[config.mk]
export PLATFORM = sky130hd
export DESIGN_NAME = mmio_uart_tx
export DESIGN_NICKNAME = d
export VERILOG_FILES = /design/src/rtl/mmio_uart_tx.sv
export SDC_FILE = /design/constraint.sdc
export NUM_CORES = 1
export LEC_CHECK = 0
export ABC_AREA = 1
export CORE_MARGIN = 2
export CORE_UTILIZATION = 30
export CTS_CLUSTER_SIZE = 12
export DETAILED_ROUTE_END_ITERATION = 12
export PLACE_DENSITY = 0.55
export SLEW_MARGIN = 20
export SYNTH_ARGS = -nofsm -noshare
export SYNTH_HDL_FRONTEND = slang
export SYNTH_SLANG_ARGS = --single-unit
[constraint.sdc]
create_clock -name clk -period 2.4 [get_ports clk]
set_clock_uncertainty 0.1 [all_clocks]
set_input_delay 0.36 -clock clk [delete_from_list [all_inputs] [get_ports clk]]
set_output_delay 0.36 -clock clk [all_outputs]
set_load 0.03 [all_outputs]
[src/rtl/mmio_uart_tx.sv]
// Memory-mapped 8N1 UART transmitter with a TX FIFO: tx falls two edges after a store into an idle block.
// Stores to a full FIFO are dropped and flagged in sticky OVF unless a pop lands on the same edge.

module mmio_uart_tx_fifo #(
  parameter int WIDTH = 8,
  parameter int DEPTH = 8,
  parameter int CW    = $clog2(DEPTH + 1)
) (
  input  logic             clk,
  input  logic             reset,
  input  logic             push_i,
  input  logic [WIDTH-1:0] push_dat_i,
  input  logic             pop_i,
  output logic [WIDTH-1:0] pop_dat_o,
  output logic [CW-1:0]    count_o,
  output logic             full_o,
  output logic             empty_o
);
  localparam int AW = $clog2(DEPTH);

  logic [WIDTH-1:0] mem_q [DEPTH];
  logic [AW-1:0]    wr_ptr_q;
  logic [AW-1:0]    rd_ptr_q;
  logic [CW-1:0]    count_q;
  logic             do_push;
  logic             do_pop;

  assign full_o    = (count_q == CW'(DEPTH));
  assign empty_o   = (count_q == '0);
  assign count_o   = count_q;
  assign pop_dat_o = mem_q[rd_ptr_q];

  // A pop on the same edge frees the slot, so a full FIFO can still take the push.
  assign do_pop  = pop_i & ~empty_o;
  assign do_push = push_i & (~full_o | do_pop);

  always_ff @(posedge clk) begin
    if (do_push) begin
      mem_q[wr_ptr_q] <= push_dat_i;
    end
  end

  always_ff @(posedge clk) begin
    if (reset) begin
      wr_ptr_q <= '0;
      rd_ptr_q <= '0;
      count_q  <= '0;
    end else begin
      if (do_push) begin
        wr_ptr_q <= wr_ptr_q + AW'(1);
      end
      if (do_pop) begin
        rd_ptr_q <= rd_ptr_q + AW'(1);
      end
      case ({do_push, do_pop})
        2'b10:   count_q <= count_q + CW'(1);
        2'b01:   count_q <= count_q - CW'(1);
        default: count_q <= count_q;
      endcase
    end
  end
endmodule

module mmio_uart_tx #(
  parameter int          CLKS_PER_BIT = 16,
  parameter int          FIFO_DEPTH   = 8,
  parameter logic [31:0] BASE_ADDR    = 32'h0000_0100
) (
  input  logic        clk,
  input  logic        reset,
  input  logic [31:0] addr,
  input  logic [31:0] wdata,
  input  logic        we,
  output logic        hit,
  output logic [31:0] rdata,
  output logic        tx,
  output logic        irq
);
  localparam int          CW        = $clog2(FIFO_DEPTH + 1);
  localparam logic [15:0] BAUD_LAST = 16'(CLKS_PER_BIT - 1);

  typedef enum logic [1:0] {
    IDLE  = 2'd0,
    START = 2'd1,
    DATA  = 2'd2,
    STOP  = 2'd3
  } state_t;

  state_t        state_q;
  logic [15:0]   baud_q;
  logic [2:0]    bit_q;
  logic [7:0]    shift_q;
  logic          tx_q;
  logic          ovf_q;
  logic          ovf_d;

  logic [1:0]    offset;
  logic          push;
  logic          sts_wr;
  logic          pop;
  logic          baud_end;
  logic          busy;
  logic [7:0]    head_dat;
  logic [CW-1:0] fifo_count;
  logic          fifo_full;
  logic          fifo_empty;
  logic [31:0]   status;
  logic          unused_bits;

  assign unused_bits = ^{wdata[31:8], addr[1:0]};

  assign hit    = (addr[31:4] == BASE_ADDR[31:4]);
  assign offset = addr[3:2];
  assign push   = we & hit & (offset == 2'd0);
  assign sts_wr = we & hit & (offset == 2'd1);

  assign baud_end = (baud_q == BAUD_LAST);
  assign busy     = (state_q != IDLE);
  // The shifter reloads either from idle or straight out of the stop bit, giving back-to-back frames.
  assign pop      = ~fifo_empty & ((state_q == IDLE) | ((state_q == STOP) & baud_end));

  mmio_uart_tx_fifo #(
    .WIDTH (8),
    .DEPTH (FIFO_DEPTH),
    .CW    (CW)
  ) u_fifo (
    .clk        (clk),
    .reset      (reset),
    .push_i     (push),
    .push_dat_i (wdata[7:0]),
    .pop_i      (pop),
    .pop_dat_o  (head_dat),
    .count_o    (fifo_count),
    .full_o     (fifo_full),
    .empty_o    (fifo_empty)
  );

  // Set beats clear when both hit the same edge.
  always_comb begin
    ovf_d = ovf_q;
    if (sts_wr && wdata[3]) begin
      ovf_d = 1'b0;
    end
    if (push && fifo_full && !pop) begin
      ovf_d = 1'b1;
    end
  end

  assign status = {16'h0000, 8'(fifo_count), 4'h0, ovf_q, busy, fifo_empty, fifo_full};
  assign rdata  = (hit && offset == 2'd1) ? status : 32'h0000_0000;
  assign tx     = tx_q;
  assign irq    = fifo_empty & ~busy;

  always_ff @(posedge clk) begin
    if (reset) begin
      state_q <= IDLE;
      baud_q  <= '0;
      bit_q   <= '0;
      shift_q <= '0;
      tx_q    <= 1'b1;
      ovf_q   <= 1'b0;
    end else begin
      ovf_q <= ovf_d;

      // tx follows the state one cycle later, so every bit still lasts CLKS_PER_BIT cycles.
      case (state_q)
        START:   tx_q <= 1'b0;
        DATA:    tx_q <= shift_q[0];
        default: tx_q <= 1'b1;
      endcase

      case (state_q)
        IDLE: begin
          if (pop) begin
            shift_q <= head_dat;
            baud_q  <= '0;
            state_q <= START;
          end
        end
        START: begin
          if (baud_end) begin
            baud_q  <= '0;
            bit_q   <= '0;
            state_q <= DATA;
          end else begin
            baud_q <= baud_q + 16'd1;
          end
        end
        DATA: begin
          if (baud_end) begin
            baud_q  <= '0;
            shift_q <= {1'b0, shift_q[7:1]};
            if (bit_q == 3'd7) begin
              state_q <= STOP;
            end else begin
              bit_q <= bit_q + 3'd1;
            end
          end else begin
            baud_q <= baud_q + 16'd1;
          end
        end
        STOP: begin
          if (baud_end) begin
            baud_q <= '0;
            if (pop) begin
              shift_q <= head_dat;
              state_q <= START;
            end else begin
              state_q <= IDLE;
            end
          end else begin
            baud_q <= baud_q + 16'd1;
          end
        end
        default: state_q <= IDLE;
      endcase
    end
  end
endmodule

==> flow_metrics.py <==
metrics = {
    "sta": {
        "final-setup-viol-count": 0,
        "worst_slew_pin_tran_ns": 0.567,
        "finalWorstPathRequiredPeriod_ns": 2.29,
        "final_hold_viol_count": 0,
        "final.period_utilization_pct": 95.5,
        "max_freq_mhz": 436,
        "slew-limit-headroom_pct": 62.1,
        "grt_setup_unrepaired": "true",
        "timing.final.max_slew_violations": 0,
    },
    "place": {
        "place_inst": 949,
        "placed_cell_area_sq_um": 6460,
        "hpwl_um": 7960,
        "placer_congestion": 0.809,
        "port_buffers": 51,
    },
    "floorplan": {
        "die_height_um": 138,
        "ios": 102,
        "dieArea_sq_um": 19200,
        "placementRows": 49,
        "design.core.area_sq_um": 17800,
        "initial_core_util_pct": 30.4,
        "die_width_um": 138,
    },
    "finish": {
        "finalNonFillerCells": 965,
        "layout_commonest_cell": "sky130_fd_sc_hd__nand2_1",
        "stdcell_area_sq_um": 6840,
        "mostFrequentLayoutCells": "sky130_fd_sc_hd__nand2_1 (131), sky130_fd_sc_hd__nor2_1 (69), sky130_fd_sc_hd__inv_1 (66), sky130_fd_sc_hd__nand3_1 (64), sky130_fd_sc_hd__edfxtp_1 (64)",
        "seq_area_sq_um": 2800,
        "filler_cell_count": 1784,
        "multi_input_combinational_cell_area_sq_um": 2240,
        "post-route-util_pct": 38.3,
        "drive_gt1_share_pct": 16.2,
        "diodes": 0,
        "layout.nets": 811,
        "syn2layout_area_growth_pct": 26.1,
    },
    "worst_setup_path": {
        "cp_data_required_time_ns": 2.56,
        "cp_max_fo": 6,
        "crit_path_arrival_time_ns": 2.45,
        "r2r-start": "baud_q[1]",
        "reg2reg_setup_slack_ns": 0.11,
        "regToRegEndpoint": "u_fifo.count_o[2]",
        "depth_of_the_worst_register_to_register_path": 15,
        "start_kind": "flip-flop",
        "timing.critical_path.to_type": "flip-flop",
        "critPathKind": "flip-flop to flip-flop",
    },
    "synth": {
        "cells_after_synthesis": 638,
        "synth_area_per_cell_sq_um": 8.50,
        "syn_area_sq_um": 5420,
        "count_of_unique_library_cells_instantiated_by_yosys": 36,
        "yosys_register_bits": 108,
        "synth-warning-count": 0,
        "seq_area_frac_synth_pct": 51.7,
    },
    "route": {
        "via_count": 4269,
        "drt-initial-drc-count": 246,
        "viasPerCell": 4.42,
        "drcViolationCount": 0,
        "postRouteAntennaNets": 0,
        "drt_first_pass_iters": 4,
        "detail_route.wl_per_cell_um": 12.0,
        "drt_wl_total_um": 11500,
    },
    "power": {
        "powerDensity_nw_per_um2": 939,
        "p_clk_share_pct": 25.1,
        "power.switching_fraction_pct": 36.9,
        "vdd_ir_drop_max_uv": 472,
        "total_leakage_power_nw": 2.75,
        "power_report.internal_total_mw": 4.05,
        "total_power_mw": 6.42,
        "net-switching-power_mw": 2.37,
        "pwr-share-comb_pct": 40.6,
        "seq_power_share_pct": 34.3,
    },
    "clock_network": {
        "cts.clk_slew.worst_paths_ns": 0.07,
        "numClockSinks": 108,
        "h-tree-depth": 3,
        "cts_buffer_depth": 2,
        "clockRootBuffer": "sky130_fd_sc_hd__clkbuf_16",
        "worstSkewPairLatency_ns": 0.35,
        "cts-buffers-inserted": 9,
        "cts_tree": "done",
        "post-cts-setup-buffers": 0,
    },
    "min_path": {
        "min_to": "bit_q[2]",
        "hold_depth": 2,
        "hold_path_startpoint": "bit_q[2]",
        "min_path_type": "flip-flop to flip-flop",
    },
    "grt": {
        "antenna_found_initial": 0,
        "gr-total-overflow": 0,
        "grt_start_max_net_pins": 26,
        "first_global_vias": 3962,
        "grt_pass1_wl_um": 19100,
        "grt.total_usage_pct": 12.3,
    },
    "job": {
        "drv_cap": 0,
    },
    "status": {
        "outcome": "completed",
    },
}
-- flip-flops by register name (all words and copies together), names as in the netlist, named ones only --
register,count
baud_q,16
bit_q,3
ovf_q,1
shift_q,8
state_q,2
tx,1
u_fifo.count_o,4
u_fifo.mem_q,64
u_fifo.rd_ptr_q,3
u_fifo.wr_ptr_q,3
-- timing repair --
item / in CTS / in global routing
hold buffers: 0 / 0
gates resized for setup: 2 / 11
pin swaps: 0 / 1
endpoints found under the setup margin: 3 / 21
-- Yosys cell counts --
master	count	area share, %
sky130_fd_sc_hd__nand2_1	132	9.1
sky130_fd_sc_hd__nor2_1	70	4.8
sky130_fd_sc_hd__inv_1	67	4.6
sky130_fd_sc_hd__edfxtp_1	64	35
sky130_fd_sc_hd__nand3_1	64	5.9
sky130_fd_sc_hd__dfxtp_1	44	16
sky130_fd_sc_hd__a21oi_1	40	3.7
sky130_fd_sc_hd__o21ai_0	37	3.4
sky130_fd_sc_hd__buf_4	26	3.6
sky130_fd_sc_hd__or2_2	15	1.7
sky130_fd_sc_hd__ha_1	13	3.0
sky130_fd_sc_hd__clkbuf_1	12	0.83
sky130_fd_sc_hd__buf_2	5	0.46
sky130_fd_sc_hd__nand4_1	5	0.58
sky130_fd_sc_hd__a211oi_1	4	0.55
sky130_fd_sc_hd__nor2_2	4	0.46
sky130_fd_sc_hd__nor3_1	4	0.37
sky130_fd_sc_hd__o211ai_1	4	0.55
sky130_fd_sc_hd__nand2_2	3	0.35
sky130_fd_sc_hd__xor2_1	3	0.48
sky130_fd_sc_hd__a21oi_2	2	0.32
sky130_fd_sc_hd__and2_1	2	0.23
sky130_fd_sc_hd__nand2_4	2	0.42
sky130_fd_sc_hd__nand2_8	2	0.74
sky130_fd_sc_hd__nor2_4	2	0.42
sky130_fd_sc_hd__xnor2_1	2	0.32
sky130_fd_sc_hd__a21boi_0	1	0.14
sky130_fd_sc_hd__a31o_2	1	0.16
sky130_fd_sc_hd__buf_1	1	0.069
sky130_fd_sc_hd__conb_1	1	0.069
sky130_fd_sc_hd__inv_2	1	0.069
sky130_fd_sc_hd__nand3_2	1	0.18
sky130_fd_sc_hd__nand3b_1	1	0.14
sky130_fd_sc_hd__o21a_1	1	0.14
sky130_fd_sc_hd__o21bai_1	1	0.14
sky130_fd_sc_hd__or2_4	1	0.16
-- critical path, cell delays in order (launching register included) --
cell	delay [ns]
sky130_fd_sc_hd__dfxtp_1	0.35
sky130_fd_sc_hd__ha_2	0.20
sky130_fd_sc_hd__nand3_2	0.12
sky130_fd_sc_hd__nor2_4	0.14
sky130_fd_sc_hd__nand2_4	0.08
sky130_fd_sc_hd__nand2_4	0.09
sky130_fd_sc_hd__nand2_8	0.07
sky130_fd_sc_hd__nand2_8	0.07
sky130_fd_sc_hd__nand2_2	0.07
sky130_fd_sc_hd__ha_4	0.19
sky130_fd_sc_hd__xor2_4	0.16
sky130_fd_sc_hd__ha_1	0.20
sky130_fd_sc_hd__a21oi_2	0.12
sky130_fd_sc_hd__xnor2_1	0.08
sky130_fd_sc_hd__o21ai_1	0.11
sky130_fd_sc_hd__inv_1	0.04
-- stage by stage --
stage | hold slack, ns | setup TNS, ns | setup slack (ns)
2_1_floorplan | 0.334 | 0 | 0.0235
3_3_place_gp | 0.347 | -8.10 | -0.316
3_5_place_dp | 0.357 | -8.41 | -0.335
4_1_cts | 0.367 | 0 | 0.00216
5_1_grt | 0.385 | -0.0701 | -0.0656
6_report | 0.361 | 0 | 0.107
-- cell type report --
class | count | share of cell area, %
clock buffer | 9 | 3.29
clock inverter | 7 | 1.41
inverter | 68 | 3.73
multi-input combinational | 441 | 32.8
sequential | 108 | 41.0
tap | 229 | 4.19
timing repair buffer | 103 | 13.5
-- worst max path at each step --
| stage | from | endpoint | slack [ns] | depth (start not counted) |
|---|---|---|---|---|
| floorplan | baud_q[0] | u_fifo.count_o[2] | 0.02 | 15 |
| global placement | addr[31] | u_fifo.count_o[2] | -0.32 | 16 |
| detailed placement | addr[8] | u_fifo.count_o[2] | -0.33 | 15 |
| CTS | baud_q[0] | u_fifo.count_o[2] | 0.002 | 15 |
| global route | baud_q[1] | u_fifo.count_o[2] | -0.07 | 15 |
| finish | baud_q[1] | u_fifo.count_o[2] | 0.11 | 15 |
-- metal layers --
layer / vias to the layer above / wire length (um) / global-route usage (%)
met3: 11 / 561 / 2.98
met2: 107 / 5410 / 20.7
met5: - / 0 / 0
met1: 1916 / 5420 / 15.4
met4: 0 / 156 / 4.56
li1: 2235 / - / -
-- power groups by stage --
stage	Sequential (mW)	Combinational (mW)	Clock (mW)
final	2.20	2.61	1.61
after detailed placement	2.24	2.53	0
after global placement	2.24	2.54	0
after floorplan	2.24	1.76	0
after CTS	2.20	2.56	1.66
after global routing	2.22	2.93	1.73
-- logic make-up after synthesis --
family	count (synthesis)	synth area share [%]
compound gates	91	9.11
xor+xnor	5	0.808
simple gates	308	25.7
other cells	1	0.0692
buf+inv	112	9.67
fa+ha+maj	13	3.00
flops	108	51.7
No activity file was read; power rests on OpenSTA's default activity.
